--- src/rtl/cont_bcd2_pkg.sv ---
// Shared constants and helpers for the two-digit BCD counter.
// Holds digit limits and the load-value validity check.
package cont_bcd2_pkg;

  localparam logic [3:0] BCD_DIGIT_MAX = 4'd9;
  localparam logic [3:0] BCD_ZERO      = 4'd0;

  function automatic logic bcd_ok(
    input logic [7:0] v,
    input logic [7:0] max
  );
    return (v[7:4] <= BCD_DIGIT_MAX) &&
           (v[3:0] <= BCD_DIGIT_MAX) &&
           (v <= max);
  endfunction

endpackage

--- src/rtl/bcd_digit.sv ---
// One BCD digit built from four JK cells with excitation logic.
// Ports: clk, cnt, up, ld, dval[3:0], clr -> q[3:0], carry, borrow.
module bcd_digit
  import cont_bcd2_pkg::*;
(
  input  logic       clk,
  input  logic       clr,
  input  logic       cnt,
  input  logic       up,
  input  logic       ld,
  input  logic [3:0] dval,
  output logic [3:0] q,
  output logic       carry,
  output logic       borrow
);

  logic [3:0] q_d;
  logic [3:0] j;
  logic [3:0] k;

  always_comb begin
    q_d = q;
    if (ld) begin
      q_d = dval;
    end else if (cnt) begin
      if (up) begin
        q_d = (q == BCD_DIGIT_MAX) ? BCD_ZERO : q + 4'd1;
      end else begin
        q_d = (q == BCD_ZERO) ? BCD_DIGIT_MAX : q - 4'd1;
      end
    end
  end

  // Excitation: drive J/K so each cell lands on q_d.
  assign j = q_d & ~q;
  assign k = ~q_d & q;

  for (genvar i = 0; i < 4; i++) begin : g_ff
    ff_jk u_ff (
      .clk (clk),
      .pr  (1'b1),
      .clr (clr),
      .j   (j[i]),
      .k   (k[i]),
      .q   (q[i])
    );
  end

  // Ripple outputs: asserted when this digit rolls over.
  assign carry  = cnt & up & (q == BCD_DIGIT_MAX);
  assign borrow = cnt & ~up & (q == BCD_ZERO);

endmodule

--- src/rtl/ff_jk.sv ---
// JK flip-flop, synchronous active-low clear and preset.
// Ports: clk, pr (preset, low), clr (clear, low), j, k -> q.
module ff_jk (
  input  logic clk,
  input  logic pr,
  input  logic clr,
  input  logic j,
  input  logic k,
  output logic q
);

  logic q_q;

  always_ff @(posedge clk) begin
    if (!clr) begin
      q_q <= 1'b0;
    end else if (!pr) begin
      q_q <= 1'b1;
    end else begin
      unique case ({j, k})
        2'b00:   q_q <= q_q;
        2'b01:   q_q <= 1'b0;
        2'b10:   q_q <= 1'b1;
        default: q_q <= ~q_q;
      endcase
    end
  end

  assign q = q_q;

endmodule

--- src/rtl/cont_bcd2.sv ---
// Two-digit BCD up/down counter with load, wrap and error flags.
// Ports: clk, clr, en, up, ld, d[7:0] -> q[7:0], tc, ovf, err.
module cont_bcd2
  import cont_bcd2_pkg::*;
#(
  parameter logic [7:0] MAX_BCD = 8'h99
) (
  input  logic       clk,
  input  logic       clr,
  input  logic       en,
  input  logic       up,
  input  logic       ld,
  input  logic [7:0] d,
  output logic [7:0] q,
  output logic       tc,
  output logic       ovf,
  output logic       err
);

  logic [3:0] u_q;
  logic [3:0] t_q;
  logic       u_carry;
  logic       u_borrow;
  logic       t_borrow;
  logic       unused_t_carry;
  logic       t_cnt;
  logic       d_ok;
  logic       wrap_up;
  logic       wrap;
  logic       dig_ld;
  logic [7:0] dig_val;
  logic       ovf_q;
  logic       ovf_d;
  logic       err_q;
  logic       err_d;

  assign q     = {t_q, u_q};
  assign d_ok  = bcd_ok(d, MAX_BCD);
  assign t_cnt = u_carry | u_borrow;

  // t_borrow already means en & down & q==00.
  assign wrap_up = en & up & (q == MAX_BCD);
  assign wrap    = wrap_up | t_borrow;
  assign tc      = ~ld & wrap;

  // Wraps reuse the digit load path.
  always_comb begin
    dig_ld  = ld | wrap;
    dig_val = 8'h00;
    if (ld) begin
      dig_val = d_ok ? d : 8'h00;
    end else if (t_borrow) begin
      dig_val = MAX_BCD;
    end
  end

  always_comb begin
    ovf_d = ovf_q;
    err_d = err_q;
    if (ld) begin
      ovf_d = 1'b0;
      err_d = ~d_ok;
    end else if (wrap) begin
      ovf_d = 1'b1;
    end
  end

  always_ff @(posedge clk) begin
    if (!clr) begin
      ovf_q <= 1'b0;
      err_q <= 1'b0;
    end else begin
      ovf_q <= ovf_d;
      err_q <= err_d;
    end
  end

  assign ovf = ovf_q;
  assign err = err_q;

  bcd_digit u_units (
    .clk    (clk),
    .clr    (clr),
    .cnt    (en),
    .up     (up),
    .ld     (dig_ld),
    .dval   (dig_val[3:0]),
    .q      (u_q),
    .carry  (u_carry),
    .borrow (u_borrow)
  );

  bcd_digit u_tens (
    .clk    (clk),
    .clr    (clr),
    .cnt    (t_cnt),
    .up     (up),
    .ld     (dig_ld),
    .dval   (dig_val[7:4]),
    .q      (t_q),
    .carry  (unused_t_carry),
    .borrow (t_borrow)
  );

endmodule

--- config.mk ---
export PLATFORM = sky130hd
export DESIGN_NAME = cont_bcd2
export DESIGN_NICKNAME = d
export VERILOG_FILES = /design/src/rtl/cont_bcd2_pkg.sv /design/src/rtl/bcd_digit.sv /design/src/rtl/ff_jk.sv /design/src/rtl/cont_bcd2.sv
export SDC_FILE = /design/constraint.sdc
export NUM_CORES = 1
export LEC_CHECK = 0
export CORE_MARGIN = 3
export CORE_UTILIZATION = 58
export CTS_CLUSTER_DIAMETER = 150
export CTS_CLUSTER_SIZE = 16
export DETAILED_ROUTE_END_ITERATION = 8
export PLACE_DENSITY = 0.86
export RECOVER_POWER = 25
export SKIP_CTS_REPAIR_TIMING = 1
export SLEW_MARGIN = 5
export SYNTH_ARGS = -nofsm -noshare
export SYNTH_HDL_FRONTEND = slang
export SYNTH_HIERARCHICAL = 1
export SYNTH_SLANG_ARGS = --single-unit
--- constraint.sdc ---
create_clock -name clk -period 9.4 [get_ports clk]
set_clock_uncertainty 0.2 [all_clocks]
set_input_delay 1.88 -clock clk [delete_from_list [all_inputs] [get_ports clk]]
set_output_delay 1.88 -clock clk [all_outputs]
set_load 0.02 [all_outputs]
==> results.py <==
metrics = {
    "timing": {
        "fin_crit_ps": 6470,
        "rsz0062_at_grt": "no",
        "final_hold_viol_count": 0,
        "setup_tns_ps": 0,
        "final-setup-viol-count": 0,
        "finalCritPeriodShare_pct": 68.9,
        "fmax_ghz": 0.155,
        "maxSlewViolCount": 0,
    },
    "power_and_ir_drop": {
        "irDropWorstVdd_mv": 0.103,
        "p_leak_nw": 0.727,
        "finalPower_mw": 0.169,
        "powerDensity_nw_per_um2": 99.3,
    },
    "min_path": {
        "hold_class": "reg2reg",
    },
    "placed_design": {
        "dp_hpwl_um": 2460,
        "dp.cells": 240,
        "gp_congestion": 0.907,
        "port_buffers": 23,
    },
    "cts": {
        "cts_sinks": 10,
        "htreeDepth": 1,
        "cts_buffer_depth": 2,
        "clk_latency_ps": 270,
        "cts_buffers": 3,
        "clkTransAtPathRegs_ps": 70,
        "cts-root-buf": "clkbuf_4",
        "cts_tree": "done",
    },
    "cells_and_area": {
        "area.growth.synth_to_final_pct": 18.5,
        "nets": 246,
        "num_antenna_cells": 0,
        "drive_gt1_share_pct": 8.80,
        "n_fill_cell": 184,
        "finalNonFillerCells": 244,
    },
    "drt": {
        "first_pass_iters": 5,
        "drc": 0,
        "drtIter0Drc": 63,
        "ant_nets": 0,
        "drt_wl_total_um": 3240,
        "post_drt_wl_per_cell_um": 13.3,
        "vias": 1421,
        "drt-vias-per-instance": 5.82,
    },
    "die": {
        "die_area_um2": 3110,
        "floorplan.initialDensity_pct": 63.2,
        "die_w_um": 55.8,
        "core_area_um2": 2280,
        "row_count": 17,
        "die_h_um": 55.8,
        "ioPinCount": 24,
    },
    "grt": {
        "grt_start_max_net_pins": 14,
        "grt_pass1_wl_um": 5660,
        "grt_use_total_pct": 21.8,
        "antenna_found_initial": 0,
        "first_global_vias": 1332,
        "gr-total-overflow": 0,
    },
    "flow_run": {
        "maxCapViolations": 0,
    },
    "worst_setup_path": {
        "critPathArrivalTime_ps": 4390,
        "crit_fanout": 13,
        "cp.required_ps": 7320,
        "cp-end-kind": "primary output",
        "start_kind": "primary input",
        "worstSetupPathType": "in2out",
    },
    "synthesis": {
        "synth.avg_cell_area_um2": 7.57,
        "synth_cells": 190,
        "syn_area_um2": 1440,
        "yosysWarnings": 6,
    },
    "outcome": {
        "outcome": "complete, no violations",
    },
}
## flip-flops by register name (all words and copies together) (netlist names)
register             cells
err                      1
u_tens/g_ff.u_ff/q       4
ovf                      1
u_units/g_ff.u_ff/q      4
## final cells by class
class	count	area (um2)	share of cell area (%)
multi-input combinational	157	1120	65.7
timing repair buffer	23	230	13.5
sequential	10	200	11.8
inverter	22	82.6	4.85
clock buffer	4	36.3	2.13
tap	28	35.0	2.06
## critical path, stage by stage
cell and delay, ps:
clkdlybuf4s50_1 730, and2_2 260, nor4b_1 240, or2_2 210
and4bb_4 260, a41oi_2 60, nor2_1 140, clkdlybuf4s50_1 610
## path summary, 6_finish.rpt
path | start | endpoint | slack (ps) | depth (start not counted)
max reg2reg | u_units/g_ff[0].u_ff/q | u_units/g_ff[2].u_ff/q | 5440 | 15
max | up | tc | 2930 | 8
min reg2reg | ovf | ovf | 260 | 2
min | ovf | ovf | 260 | 2
## through the flow
stage	utilization [%]	hold slack, ps	worst slack [ps]	area (um2)
after global placement	73.2	240	3040	1670
after detailed placement	73.2	251	2950	1670
after floorplan	-	330	4240	1460
after CTS	74.8	262	2950	1700
final	74.8	260	2930	1700
after global routing	74.8	261	2780	1700
## power by group
group / switching [mW] / total, mW / internal (mW)
clock network: 0.0165 / 0.0400 / 0.0235
registers: 0.0111 / 0.0572 / 0.0461
logic: 0.0359 / 0.0719 / 0.0359
## layer usage
layer | share of wire, % | vias up | track usage (%) | wire length (um)
li1 | - | 713 | - | -
met1 | 44 | 650 | 28.5 | 1420
met2 | 48 | 54 | 36.5 | 1560
met3 | 7.3 | 4 | 5.80 | 238
met4 | 0.71 | 0 | 3.13 | 23
met5 | 0 | - | 0 | 0
## cells in the final DEF, fill, tap and decap left out, drive strengths merged
cell type / n
and4b: 1
a21boi: 8
a2bb2oi: 2
a21oi: 9
o21ai: 9
inv: 22
nor2: 18
nor3b: 2
nor4b: 1
dfxtp: 10
a22oi: 10
a221oi: 2
a211oi: 2
dlygate4sd3: 5
or2: 3
a41oi: 1
nor3: 4
nand4: 2
ha: 16
o22ai: 2
nor2b: 1
and2: 10
or3: 2
and3: 1
a21o: 12
clkbuf: 4
clkdlybuf4s50: 18
nand2: 12
conb: 8
and4bb: 3
mux2i: 2
nand3b: 2
nand2b: 10
a32o: 2
(Power assumes the default switching activity.)
